<file path="config.mk">
export PLATFORM = sky130hd
export DESIGN_NAME = param_up_down_counter
export DESIGN_NICKNAME = d
export VERILOG_FILES = /design/src/rtl/param_up_down_counter.sv
export SDC_FILE = /design/constraint.sdc
export NUM_CORES = 1
export LEC_CHECK = 0
export BUFFER_PORTS_ARGS = -buffer_cell sky130_fd_sc_hd__clkbuf_2
export CAP_MARGIN = 10
export CORE_MARGIN = 3
export CORE_UTILIZATION = 50
export CTS_CLUSTER_DIAMETER = 30
export DETAILED_ROUTE_END_ITERATION = 10
export PLACE_DENSITY_LB_ADDON = 0.12
export SETUP_SLACK_MARGIN = 0.5
export SLEW_MARGIN = 20
export SYNTH_ARGS = -nofsm -noshare
export SYNTH_HDL_FRONTEND = slang
export SYNTH_SLANG_ARGS = --single-unit
</file>
<file path="constraint.sdc">
create_clock -name clk -period 5 [get_ports clk]
set_clock_uncertainty 0.15 [all_clocks]
set_input_delay 1 -clock clk [delete_from_list [all_inputs] [get_ports clk]]
set_output_delay 1 -clock clk [all_outputs]
set_load 0.1 [all_outputs]
</file>
<file path="src/rtl/param_up_down_counter.sv">
// rtl/param_up_down_counter.sv - modulo-(MAX_VAL+1) up/down counter with load, saturate/wrap and boundary pulses
// Optional 16-bit wrap event counter on port wrap_cnt when UDC_WRAP_CNT_EN is defined.
module param_up_down_counter #(
   parameter int               WIDTH   = 8,
   parameter logic [WIDTH-1:0] MAX_VAL = {WIDTH{1'b1}}
) (
   input  logic             clk,
   input  logic             reset,
   input  logic             en,
   input  logic             load,
   input  logic             up_down,
   input  logic             sat_mode,
   input  logic [WIDTH-1:0] data_in,
   input  logic [WIDTH-1:0] cmp_val,
   output logic [WIDTH-1:0] count_out,
   output logic             ovf,
   output logic             unf,
   output logic             at_max,
   output logic             at_zero,
   output logic             match
`ifdef UDC_WRAP_CNT_EN
   ,
   output logic [15:0]      wrap_cnt
`endif
);

   logic [WIDTH-1:0] count_nxt;
   logic             ovf_nxt;
   logic             unf_nxt;

   assign at_max  = (count_out == MAX_VAL);
   assign at_zero = (count_out == '0);
   assign match   = (count_out == cmp_val);

   // Boundary steps are detected on the current count, so no wider adder is needed.
   always_comb begin
      count_nxt = count_out;
      ovf_nxt   = 1'b0;
      unf_nxt   = 1'b0;
      if (load) begin
         count_nxt = (data_in > MAX_VAL) ? MAX_VAL : data_in;
      end else if (en) begin
         if (up_down) begin
            if (at_max) begin
               ovf_nxt   = 1'b1;
               count_nxt = sat_mode ? MAX_VAL : '0;
            end else begin
               count_nxt = count_out + WIDTH'(1);
            end
         end else begin
            if (at_zero) begin
               unf_nxt   = 1'b1;
               count_nxt = sat_mode ? '0 : MAX_VAL;
            end else begin
               count_nxt = count_out - WIDTH'(1);
            end
         end
      end
   end

   always_ff @(posedge clk) begin
      if (reset) begin
         count_out <= '0;
         ovf       <= 1'b0;
         unf       <= 1'b0;
      end else begin
         count_out <= count_nxt;
         ovf       <= ovf_nxt;
         unf       <= unf_nxt;
      end
   end

`ifdef UDC_WRAP_CNT_EN
   // Counts at the same edge that raises ovf/unf, so the total is visible alongside the pulse.
   always_ff @(posedge clk) begin
      if (reset) begin
         wrap_cnt <= '0;
      end else if ((ovf_nxt || unf_nxt) && (wrap_cnt != 16'hFFFF)) begin
         wrap_cnt <= wrap_cnt + 16'd1;
      end
   end
`endif

endmodule

</file>
After elaboration in Yosys (flattened, before gate mapping) --
Cells that the tools add are included.
Storage, ports and cells: bits in registers 10, memories 0, output and inout bits 13, latch bits 0, input port bits 22, memory bits (read-only) 0, logic and storage cells 24, RAM bits 0
Operators by class: mux-type cells 10, divide/modulo/power cells 0, bitwise operators 2, $add $sub $neg 2, order comparisons 1, reductions and logical operators 4, shift operators 0, $mul 0, eq/ne operators 2
Operators with widths (count):
- 8-bit two-way mux | 8
- 8-bit by 1-bit adder with 8-bit output, second input constant | 1
- 8-bit equality test | 1
- 8-bit equality test, second input constant | 1
- 8-bit greater-than comparator, second input constant | 1
- 8-bit zero test | 1
- 4-bit OR reduction | 2
- 8-bit by 1-bit subtractor with 8-bit output, second input constant | 1
- 1-bit two-way mux | 2
- 1-bit NOT | 2
- 2-bit nonzero test | 1

Longest topological paths before layout --
word-level depth 5, gate-level depth with buffers 8, mapped depth without buffers 8

Worst setup path before layout --
Ideal clock, no wire load.
path kind reg-to-output, start point reg count_out[3], end point out match, slack 976 ps, cell stages (with the launch flop) 5, path buffers 1, data required time 3850 ps, arrival 2874 ps, path through dfxtp_1 > buf_1 > xnor2_1 > nand4_1 > nor2_1
On the way: longest elaborated chain between the ends 1
Ends and longest elaborated chain:
- start: declaration | line 15 | output logic [WIDTH-1:0] count_out,
- start signal: assignment | line 67 | count_out <= count_nxt;
- 8-bit equality test | line 33 | assign match = (count_out == cmp_val);
- end: declaration | line 20 | output logic match
Every way passes these cells.

Worst setup path in the final report --
start point reg count_out[4], end point out at_zero
On the way: longest elaborated chain between the ends 1
Ends and longest elaborated chain:
- 8-bit zero test | line 32 | assign at_zero = (count_out == '0);
- end: declaration | line 19 | output logic at_zero,
Every way passes these cells.

==> summary.txt <==
CTS
  • Hold-fix buffers at CTS: 0
  • Clock buffer depth: 2
  • Latest clock arrival within the worst-skew pair: 0.29 ns
  • Htree depth: 1
  • Root Buffer: clkbuf_4
  • TritonCTS clock tree: done
  • Num CTS Buffers: 3
  • Post-CTS Resized: 0
  • Post-CTS setup buffers: 0
  • Clk sinks: 10
  • Worst-path clk slew: 0.09 ns

Timing
  • Setup ws final: 1.56 ns
  • RSZ-0062 raised after global routing: false
  • Max_slew headroom: 63.8%
  • Fmax: 291 MHz
  • Final Cycle Share: 68.8%
  • Final max-slew violation count: 0
  • Hold_ws: 0.628 ns
  • Setup Viol. Count Final: 0
  • Worst slew pin tran: 0.545 ns
  • Min Clock Period, post-route: 3.44 ns
  • Final Hold Viols: 0
  • Final setup TNS: 0 ns

Worst setup path
  • Critical Path RT: 3.85 ns
  • Slowest cell on the critical path: or4_4
  • Worst R2R Setup Slack: 2.62 ns
  • Critical-path cell list: or4_4, or3_4, clkinv_4, clkbuf_2
  • CP max FO: 12
  • Endpoint class of the critical path: output port
  • Worst reg2reg path depth: 5
  • Reg2reg end: count_out[5]
  • Critical path class: reg2out
  • Crit Reg-Reg Startpoint: count_out[3]
  • Largest stage delay on the critical path: 0.61 ns
  • Arr. time, crit path: 2.29 ns
  • Type of origin of the critical path: flop

Logic synthesis
  • Sequential area share after synthesis: 19.3%
  • Synth Instances: 141
  • Ys flop type: dfxtp_1
  • Post-synthesis cell type count: 47
  • Warnings, synthesis: 0
  • Synthesized area per cell: 7.34 um2
  • Seq cells post-synth: 10
  • Count of flip-flops with a built-in enable after synthesis: 0
  • Post-synthesis cell area: 1030 um2
  • Syn_nets: 166
  • Asr flop ratio synth: 0%

Power and ir drop
  • Total power: 332 uW
  • Peak VDD IR: 0.149 mV
  • PwrDens: 273 nW/um2
  • Leakage power total: 0.494 nW

Routing
  • Post-route ant nets: 0
  • Vias per cell: 5.81
  • Total vias in the final route: 1115
  • DRT iter0 DRCs: 38
  • Remaining DRCs: 0
  • DR WL/cell: 14.6 um
  • Number of detailed-route iterations in the first pass: 4
  • Post-Route WL: 2810 um

Worst hold path
  • Worst hold start: count_out[6]
  • Hold EP: count_out[6]
  • Hold Crit Class: reg2reg
  • Hold path cells: 3

Placed design
  • Placed Area: 1180 um2
  • Dpl ws: 1.88 ns
  • Hpwl dp: 2110 um
  • PortBufs: 34
  • Placed insts: 188
  • Final Wtd Congestion: 0.891

Floorplanning
  • Height of the chip: 51.5 um
  • Row cnt: 15
  • Core Area: 1840 um2
  • Starting density of the core: 56.3%
  • I/O Pins: 35
  • DIE AREA: 2650 um2
  • Die X: 51.5 um

Final layout
  • Area Growth Syn to Fin: 17.4%
  • Layout cells sized above 1: 28.1%
  • Layout Cells excl Fill: 192
  • # diodes: 0
  • Final core utilization: 66.1%
  • Post-layout net count: 193
  • Finished Cell Area: 1210 um2

Status
  • Status: finished, final reports clean

Run
  • Max-cap viol count: 0

Global routing
  • Met2 GRT Util: 35.0%
  • Largest net degree at the start of global routing: 22
  • Met1 Use GR: 31.8%
  • Overall routing resource usage: 22.9%
  • Gr ovfl total: 0
  • Vias in the first global route: 945
  • M3 GR Usage: 4.01%
  • Initial antenna violation count: 0
  • Layer with the highest usage: met2
  • Global-route wire length before repair: 4580 um
==> final cells by class <==
class / instances / area, um2
multi-input combinational: 113 / 749
tap: 25 / 31.3
fill: 191 / 624
sequential: 10 / 200
clock buffer: 4 / 36.3
timing repair buffer: 34 / 170
inverter: 6 / 27.5
==> per-layer routing <==
| metal | wire length, um | up-vias |
|---|---|---|
| met4 | 44 | 0 |
| met3 | 253 | 5 |
| li1 | - | 565 |
| met5 | 0 | - |
| met1 | 1260 | 493 |
| met2 | 1250 | 52 |
==> how the worst max path moves through the flow <==
| stage | slack (ns) | endpoint | from |
|---|---|---|---|
| after floorplan | 0.98 | match | count_out[3] |
| after global placement | 1.91 | at_zero | count_out[4] |
| after detailed placement | 1.88 | at_zero | count_out[4] |
| after CTS | 1.56 | at_zero | count_out[4] |
| after global routing | 1.50 | at_zero | count_out[4] |
| final | 1.56 | at_zero | count_out[4] |
==> synth_stat cells (all sizes together), types with 4 or more instances <==
cell type | n | area share (%)
o21ai | 7 | 3.7
nor3b | 4 | 2.9
nand2 | 4 | 1.5
clkbuf | 7 | 2.7
buf | 5 | 2.9
xor2 | 4 | 3.4
nor3 | 10 | 5.3
dfxtp | 10 | 19
nor2 | 13 | 4.7
xnor2 | 11 | 9.3
inv | 5 | 1.8
a21oi | 12 | 5.8
nand3 | 5 | 2.4
nand4 | 4 | 2.4
==> cells by family after synthesis <==
family / after synthesis / share of synthesized area (%)
simple gates: 58 / 31.9
compound gates: 36 / 23.2
buf+inv: 18 / 8.22
xor+xnor: 15 / 12.7
flops: 10 / 19.3
fa+ha+maj: 3 / 3.63
mux: 1 / 0.967
==> worst max-delay path: cells and delay by family (launching register included) <==
kind / cells / cell delay [ns]
and+or+nand+nor: 2 / 1.04
buffers and inverters: 2 / 0.52
DFF: 1 / 0.44
==> placed cells by master, fill, tap and decap left out, types with 4 or more instances in the layout <==
| cell | count |
|---|---|
| a21oi_1 | 12 |
| clkbuf_2 | 34 |
| xnor2_1 | 11 |
| xor2_1 | 4 |
| nand4_1 | 4 |
| dfxtp_1 | 10 |
| inv_1 | 4 |
| nor3_1 | 9 |
| nand3_1 | 5 |
| nand2_1 | 4 |
| nor3b_1 | 4 |
| nor2_1 | 13 |
==> sequential cells by signal (all words and copies together), names as in the netlist <==
signal / flops
count_out: 8
unf: 1
ovf: 1
==> report_power, final <==
group,leakage (nW),internal [mW],switching [mW]
clock,0.0210,0.0443,0.0346
combinational,0.390,0.0482,0.101
sequential,0.0825,0.0857,0.0184
total,0.494,0.178,0.154
Note: power is estimated with default switching activity, not from simulation.
